$ cat config.mk
export PLATFORM = sky130hd
export DESIGN_NAME = des_key_schedule
export DESIGN_NICKNAME = d
export VERILOG_FILES = /design/src/rtl/des_key_schedule.sv
export SDC_FILE = /design/constraint.sdc
export NUM_CORES = 1
export LEC_CHECK = 0
export CORE_MARGIN = 2
export CORE_UTILIZATION = 45
export DETAILED_ROUTE_END_ITERATION = 12
export MAX_ROUTING_LAYER = met4
export PLACE_DENSITY = 0.72
export SLEW_MARGIN = 20
export SYNTH_ARGS = -nofsm -noshare
export SYNTH_HDL_FRONTEND = slang
export SYNTH_SLANG_ARGS = --single-unit
$ cat constraint.sdc
create_clock -name clk -period 3.6 [get_ports clk]
set_clock_uncertainty 0.15 [all_clocks]
set_input_delay 0.72 -clock clk [delete_from_list [all_inputs] [get_ports clk]]
set_output_delay 0.72 -clock clk [all_outputs]
set_load 0.02 [all_outputs]
$ cat src/rtl/des_key_schedule.sv
// Sequential DES key schedule: PC-1 on load, per-round C/D rotation, PC-2 on output; one subkey per handshake.
// Optional key parity check enabled by defining DES_KS_PARITY_CHK_EN.
module des_key_schedule #(
  parameter int                    NUM_ROUNDS  = 16,
  parameter logic [NUM_ROUNDS-1:0] SHIFT_SCHED = 16'h7EFC
) (
  input  logic        clk,
  input  logic        rst,
  input  logic        key_valid,
  output logic        key_ready,
  input  logic [63:0] key,
  input  logic        decrypt,
  output logic        sk_valid,
  input  logic        sk_ready,
  output logic [47:0] sk_data,
  output logic [4:0]  sk_round,
  output logic        sk_last,
  output logic        parity_err
);

  localparam int RW = $clog2(NUM_ROUNDS + 1);

  localparam int PC1_TAB [56] = '{
    57, 49, 41, 33, 25, 17,  9,  1, 58, 50, 42, 34, 26, 18,
    10,  2, 59, 51, 43, 35, 27, 19, 11,  3, 60, 52, 44, 36,
    63, 55, 47, 39, 31, 23, 15,  7, 62, 54, 46, 38, 30, 22,
    14,  6, 61, 53, 45, 37, 29, 21, 13,  5, 28, 20, 12,  4};

  localparam int PC2_TAB [48] = '{
    14, 17, 11, 24,  1,  5,  3, 28, 15,  6, 21, 10,
    23, 19, 12,  4, 26,  8, 16,  7, 27, 20, 13,  2,
    41, 52, 31, 37, 47, 55, 30, 40, 51, 45, 33, 48,
    44, 49, 39, 56, 34, 53, 46, 42, 50, 36, 29, 32};

  typedef enum logic {IDLE, RUN} state_t;

  // Table positions are DES bit numbers, 1 = MSB.
  function automatic logic [55:0] pc1(input logic [63:0] k);
    logic [55:0] p;
    for (int i = 0; i < 56; i++) p[55-i] = k[64-PC1_TAB[i]];
    return p;
  endfunction

  function automatic logic [47:0] pc2(input logic [55:0] cd);
    logic [47:0] p;
    for (int i = 0; i < 48; i++) p[47-i] = cd[56-PC2_TAB[i]];
    return p;
  endfunction

  function automatic logic [27:0] rot28(input logic [27:0] h, input logic right, input logic two);
    case ({right, two})
      2'b00:   return {h[26:0], h[27]};
      2'b01:   return {h[25:0], h[27:26]};
      2'b10:   return {h[0], h[27:1]};
      default: return {h[1:0], h[27:2]};
    endcase
  endfunction

  function automatic logic [55:0] rot_cd(input logic [55:0] cd, input logic right, input logic two);
    return {rot28(cd[55:28], right, two), rot28(cd[27:0], right, two)};
  endfunction

  state_t          state_q, state_d;
  logic [55:0]     cd_q, cd_d;
  logic [RW-1:0]   round_q, round_d;
  logic            dec_q, dec_d;
  logic            load;
  logic            last;
  logic [RW-1:0]   sched_idx;
  logic            shift_two;

  assign last = (round_q == RW'(NUM_ROUNDS));

  // Decrypt walks the schedule backwards, so it undoes the shift of the round it leaves.
  assign sched_idx = dec_q ? (RW'(NUM_ROUNDS) - round_q) : round_q;

  // NOTE: every always_comb output gets a default first so no latch is inferred.
  always_comb begin
    shift_two = 1'b0;
    for (int i = 0; i < NUM_ROUNDS; i++)
      if (RW'(i) == sched_idx) shift_two = SHIFT_SCHED[i];
  end

  always_comb begin
    state_d   = state_q;
    cd_d      = cd_q;
    round_d   = round_q;
    dec_d     = dec_q;
    load      = 1'b0;
    key_ready = 1'b0;
    sk_valid  = 1'b0;
    sk_data   = '0;
    sk_round  = '0;
    sk_last   = 1'b0;
    case (state_q)
      IDLE: begin
        key_ready = 1'b1;
        if (key_valid) begin
          load    = 1'b1;
          state_d = RUN;
          dec_d   = decrypt;
          round_d = RW'(1);
          cd_d    = decrypt ? pc1(key) : rot_cd(pc1(key), 1'b0, SHIFT_SCHED[0]);
        end
      end
      RUN: begin
        sk_valid = 1'b1;
        sk_data  = pc2(cd_q);
        sk_round = 5'(round_q);
        sk_last  = last;
        if (sk_ready) begin
          if (last) begin
            state_d = IDLE;
            round_d = '0;
          end else begin
            cd_d    = rot_cd(cd_q, dec_q, shift_two);
            round_d = round_q + RW'(1);
          end
        end
      end
      default: state_d = IDLE;
    endcase
  end

  // NOTE: registers use non-blocking assignments so every flop samples the same pre-edge values.
  always_ff @(posedge clk or posedge rst) begin
    if (rst) begin
      state_q <= IDLE;
      cd_q    <= '0;
      round_q <= '0;
      dec_q   <= 1'b0;
    end else begin
      state_q <= state_d;
      cd_q    <= cd_d;
      round_q <= round_d;
      dec_q   <= dec_d;
    end
  end

`ifdef DES_KS_PARITY_CHK_EN
  logic parity_q;
  logic even_byte;

  always_comb begin
    even_byte = 1'b0;
    for (int b = 0; b < 8; b++)
      if (!(^key[8*b +: 8])) even_byte = 1'b1;
  end

  always_ff @(posedge clk or posedge rst) begin
    if (rst)       parity_q <= 1'b0;
    else if (load) parity_q <= even_byte;
  end

  assign parity_err = parity_q;
`else
  logic unused_parity_bits;
  assign unused_parity_bits = ^{load, key[56], key[48], key[40], key[32],
                                key[24], key[16], key[8], key[0]};
  assign parity_err = 1'b0;
`endif

endmodule

==> impl_metrics.py <==
metrics = {
    "power": {
        "power_density_nw_per_um2": 800,
        "seq_power_share": 0.266,
        "power.switching_mw": 2.79,
        "leakage_nw": 2.83,
        "clockPowerShare": 0.152,
        "max-vdd-ir-drop_mv": 0.431,
        "p_int_mw": 3.31,
        "combPwrFrac": 0.582,
        "swShare": 0.458,
    },
    "clock_network": {
        "cts_made_buffers": 9,
        "root_buffer": "clkbuf_16",
        "cts_tree": "done",
        "clkSinkCount": 63,
        "postCtsHoldBufs": 0,
        "clk_pin_slew_ns": 0.06,
        "htree_num_levels": 3,
        "cts_setup_buffers": 0,
        "cts.path.max_buffers": 2,
        "clock_latency_ns": 0.34,
    },
    "logic_synthesis": {
        "synth.distinct_cells": 50,
        "synth.mux.area_fraction": 0.144,
        "netlist_instances": 755,
        "synth-seq-cells": 63,
        "ys_top_cells_by_count": "81 x nor2_1, 74 x nor3_1, 63 x dfrtp_1",
        "ys_top_cells_by_area": "dfrtp_1 26%, mux2i_1 9.7%, nor3_1 6.2%",
        "synth_top_area_frac": 0.263,
        "yosys.area.top_type": "dfrtp_1",
        "synth_area_sq_um": 6000,
        "yosysWarnings": 0,
        "synth_compound_area_frac": 0.282,
        "yosys.area_share.simple": 0.236,
        "ys_async_sr_fraction": 1.00,
        "syn_nets": 829,
        "synth_fa_ha_area_frac": 0.0104,
        "synth_ff_type": "dfrtp_1",
        "yosysSeqAreaShare": 0.263,
        "synth_top_family_by_area": "compound AO/OA/AOI/OAI gates",
        "synth_edf_count": 0,
        "synth.most_common_cell": "nor2_1",
        "synthXorXnorAreaFrac": 0.00292,
        "syn_area_per_cell_sq_um": 7.95,
    },
    "global_routing": {
        "grt_pass1_wl_um": 31200,
        "grt_pass1_vias": 6101,
        "grt_usage": 0.273,
        "antenna_found_initial": 0,
        "overflow": 0,
        "grt_max_degree": 77,
    },
    "critical_path": {
        "crit_path_end_kind": "output pin",
        "r2r_cells": 9,
        "worst_setup_path_start_kind": "flop",
        "arrival_ns": 2.51,
        "worst-setup-path-type": "flop to output pin",
        "crit_fanout": 12,
        "crit_required_ns": 2.73,
    },
    "routing": {
        "drt-vias-per-instance": 6.45,
        "first_pass_iters": 5,
        "drtIter0Drc": 708,
        "drc": 0,
        "routed_wl_um": 19300,
        "wl_per_cell_um": 19.0,
        "drtAntennaViolNets": 0,
        "num_vias": 6525,
    },
    "placement": {
        "dp_hpwl_um": 12600,
        "dp_cells": 996,
        "gp_congestion": 0.911,
        "portBuffers": 116,
    },
    "timing": {
        "clock.fmax_ghz": 0.296,
        "worst_pin_slew_ns": 0.887,
        "finalSetupTns_ns": 0,
        "finalSetupViolCount": 0,
        "slew_headroom": 0.407,
        "final-hold-violation-count": 0,
        "period_share": 0.940,
        "rsz0062_at_grt": "false",
        "slew_viol_final": 0,
        "finalCriticalPeriod_ns": 3.38,
    },
    "job": {
        "max_cap_violations": 0,
    },
    "finish": {
        "multi_input_area_sq_um": 4080,
        "drive_above_1_share": 0.109,
        "layout.cells.non_filler": 1012,
        "nFillCells": 1220,
        "ff_latch_area_sq_um": 1580,
        "area_growth_pct": 27.2,
        "diodes": 0,
        "nNetsFinal": 905,
    },
    "worst_hold_path": {
        "hp-class": "flop to flop",
        "min_path_cells": 1,
    },
    "die": {
        "die_x_um": 120,
        "row_count": 42,
        "start_util": 0.457,
        "dieArea_sq_um": 14300,
        "die_h_um": 120,
        "fp.coreArea_sq_um": 13100,
        "io_pins": 126,
    },
    "outcome": {
        "status": "finished, final reports clean",
    },
}
## kinds of logic after synthesis
kind of cell	count (synthesis)
simple gates	277
other cells	1
fa+ha+maj	5
mux	83
xor+xnor	2
compound gates	238
flops	63
buf+inv	86
## worst max-delay path: stages, from the launching register on
cell	delay [ns]
dfrtp_2	0.50
inv_2	0.18
ha_1	0.24
nor3b_1	0.22
ha_1	0.24
and2_1	0.18
clkdlybuf4s50_1	0.61
## final timing paths
check,start,to,slack (ns)
setup / recovery,round_q[0]$_DFFE_PP0P_,sk_last,0.22
hold / removal,round_q[4]$_DFFE_PP0P_,round_q[4]$_DFFE_PP0P_,0.37
setup reg to reg,round_q[0]$_DFFE_PP0P_,cd_q[6]$_DFFE_PP0P_,0.45
hold reg to reg,round_q[4]$_DFFE_PP0P_,round_q[4]$_DFFE_PP0P_,0.37
max in group asynchronous,rst,cd_q[52]$_DFFE_PP0P_,1.86
min in group asynchronous,rst,round_q[1]$_DFFE_PP0P_,0.66
## flip-flops by register name, summed over array words and instances, names as in the netlist
register  cells
cd_q         56
dec_q         1
round_q       5
state_q       1
## cell type report
cell class,count,area share
clock buffers,13,0.0354
flip-flops and latches,63,0.207
multi-input cells,606,0.534
well taps,176,0.0288
repair buffers,141,0.185
inverters,10,0.00492
clock inverters,3,0.00525
## cells in the final DEF, fill, tap and decap left out, drive strengths merged, types with 26 or more instances in the layout
cell | Yosys | routed
a21oi | 56 | 56
and2 | 48 | 48
buf | 26 | 26
clkdlybuf4s50 | 0 | 115
dfrtp | 63 | 63
mux2i | 58 | 58
nor2 | 81 | 81
nor3 | 74 | 74
o21ai | 29 | 29
o221ai | 36 | 36
o22ai | 42 | 42
o31ai | 27 | 27
## per-layer routing
layer	vias to the layer above	wire, um	global-route usage
met2	350	9040	0.423
met4	0	463	0.0978
met3	44	1400	0.0394
met1	3117	8360	0.368
met5	-	0	-
li1	3014	-	-
## power groups by stage
| stage | Combinational, mW | Clock (mW) | Sequential (mW) |
|---|---|---|---|
| 6_report | 3.56 | 0.925 | 1.62 |
| 5_1_grt | 3.81 | 0.962 | 1.68 |
| 4_1_cts | 3.53 | 0.930 | 1.60 |
| 3_5_place_dp | 3.51 | 0 | 1.60 |
| 3_3_place_gp | 3.42 | 0 | 1.58 |
| 2_1_floorplan | 2.47 | 0 | 1.38 |
## through the flow
stage | hold WS [ns] | area, sq um | power, mW | utilization | setup WS (ns)
5_1_grt | 0.383 | 7630 | 6.45 | 0.581 | 0.0901
6_report | 0.372 | 7630 | 6.10 | 0.581 | 0.218
3_3_place_gp | 0.358 | 7320 | 5.01 | 0.557 | 0.464
3_5_place_dp | 0.366 | 7320 | 5.12 | 0.557 | 0.299
4_1_cts | 0.375 | 7630 | 6.05 | 0.581 | 0.0497
2_1_floorplan | 0.369 | 6000 | 3.85 | - | 0.724
## timing repair
item | in CTS | in global routing
endpoints found under the setup margin | 0 | 1
hold endpoints to repair | 0 | 0
resized for setup | 0 | 2
No activity file was read; power rests on OpenSTA's default activity.
==> RTL edit: new RTL, config.mk and constraints unchanged <==
Add a define of `DES_KS_PARITY_CHK_EN`.
--- a/src/rtl/des_key_schedule.sv
+++ b/src/rtl/des_key_schedule.sv
@@ -1,5 +1,7 @@
 // Sequential DES key schedule: PC-1 on load, per-round C/D rotation, PC-2 on output; one subkey per handshake.
 // Optional key parity check enabled by defining DES_KS_PARITY_CHK_EN.
+`define DES_KS_PARITY_CHK_EN
+
 module des_key_schedule #(
   parameter int                    NUM_ROUNDS  = 16,
   parameter logic [NUM_ROUNDS-1:0] SHIFT_SCHED = 16'h7EFC
Behaviour: not the same (a bounded check fails within 4 cycles, from zero or initial values and one cycle with rst high).
==> RTL edit against the original RTL <==
  * Sequential cell count rose by 1
  * Cell area grew 11%
  * Worst setup slack lost 0.019 ns
  * Register-to-register slack worse by 0.13 ns
  * First-iteration DRC count up 6.9%
  * Via count grew 12%
  * Routed wire length grew 23%
  * Power increased by 53%
  * Synthesized area is 13% higher
  * Combinational power increased by 87%
  * Clock power hardly changed
  * Highest routed layer unchanged
==> RTL edit: results <==
[critical_path]
path_max_fanout = 9
worstPathArrival_ns = 2.53
destination_of_the_worst_register_to_register_timing_path = cd_q[24]

[route]
drtIter0Drc = 757
routed_via_density = 6.58
post_drt_wl_per_cell_um = 21.4

[global_routing]
grt_first_pass_wirelength_um = 37400
grt.total_usage_pct = 30.0
grt_max_degree = 65

[power_and_ir_drop]
power.combinational.total_w = 0.00664
switchingPower_w = 0.00478
p_seq_share_pct = 18.9
ir_drop_mv = 0.559
switching_share_pct = 51.3

[finish]
nets = 993
drive_above_1_share_pct = 7.58
nFillCells = 1335

[yosys]
synth_compound_area_share_pct = 28.5
synth_nets = 912
part_of_the_yosys_area_used_for_sequential_elements_pct = 23.7
synthMuxAreaShare_pct = 12.8
netlist_top_cells_area = sky130_fd_sc_hd__dfrtp_1 24%, sky130_fd_sc_hd__mux2i_1 11%, sky130_fd_sc_hd__xnor2_1 7.1%
synth_xor_xnor_area_share_pct = 7.38
yosys.cell_types.count = 67
synth_fa_ha_area_share_pct = 0.925
ys_top_cells_by_count = 78 x sky130_fd_sc_hd__a21oi_1, 77 x sky130_fd_sc_hd__mux2i_1, 64 x sky130_fd_sc_hd__dfrtp_1

[place]
gp_congestion = 0.952
buffer_ports.inserted = 125

[run_status]
run_status = complete, no violations

[sta]
maxSlewHeadroom_pct = 38.6
## RTL edit: changes by cell type after synthesis, moves of 7 or more
cell | before | now
sky130_fd_sc_hd__a211oi_1 | 1 | 8
sky130_fd_sc_hd__a21oi_1 | 55 | 78
sky130_fd_sc_hd__and2_1 | 48 | 62
sky130_fd_sc_hd__mux2_2 | 25 | 7
sky130_fd_sc_hd__mux2i_1 | 58 | 77
sky130_fd_sc_hd__nand2_1 | 9 | 24
sky130_fd_sc_hd__nand2b_1 | 17 | 2
sky130_fd_sc_hd__nor2_1 | 81 | 56
sky130_fd_sc_hd__nor3_1 | 74 | 63
sky130_fd_sc_hd__o211ai_1 | 0 | 26
sky130_fd_sc_hd__o21ai_1 | 0 | 22
sky130_fd_sc_hd__o221ai_1 | 34 | 44
sky130_fd_sc_hd__o22ai_1 | 42 | 6
sky130_fd_sc_hd__xnor2_1 | 2 | 55
## RTL edit: final cells by class
class	instances	area (um^2)	area share (%)
clock buffers	12	246	2.92
clock inverters	4	53.8	0.637
inverters	6	22.5	0.267
multi-input cells	685	4760	56.4
flip-flops and latches	64	1610	19.1
well taps	184	230	2.73
repair buffers	153	1520	18.0
## RTL edit: through the flow
step	hold WS [ns]	worst slack (ns)	area, um^2	util [%]	cells
floorplan	0.371	0.559	6770	-	838
global placement	0.409	0.304	8140	55.8	1092
detailed placement	0.421	0.186	8140	55.8	1092
CTS	0.434	0.132	8440	57.8	1108
global route	0.461	0.0348	8440	57.9	1108
finish	0.438	0.199	8440	57.9	1108
## RTL edit: routing by layer
layer | wire length, um | vias to the layer above | global-route usage [%]
met5 | 0 | - | -
met4 | 1090 | 0 | 14.9
met3 | 1720 | 67 | 3.92
met2 | 10900 | 367 | 45.2
met1 | 9970 | 3533 | 39.9
li1 | - | 3319 | -
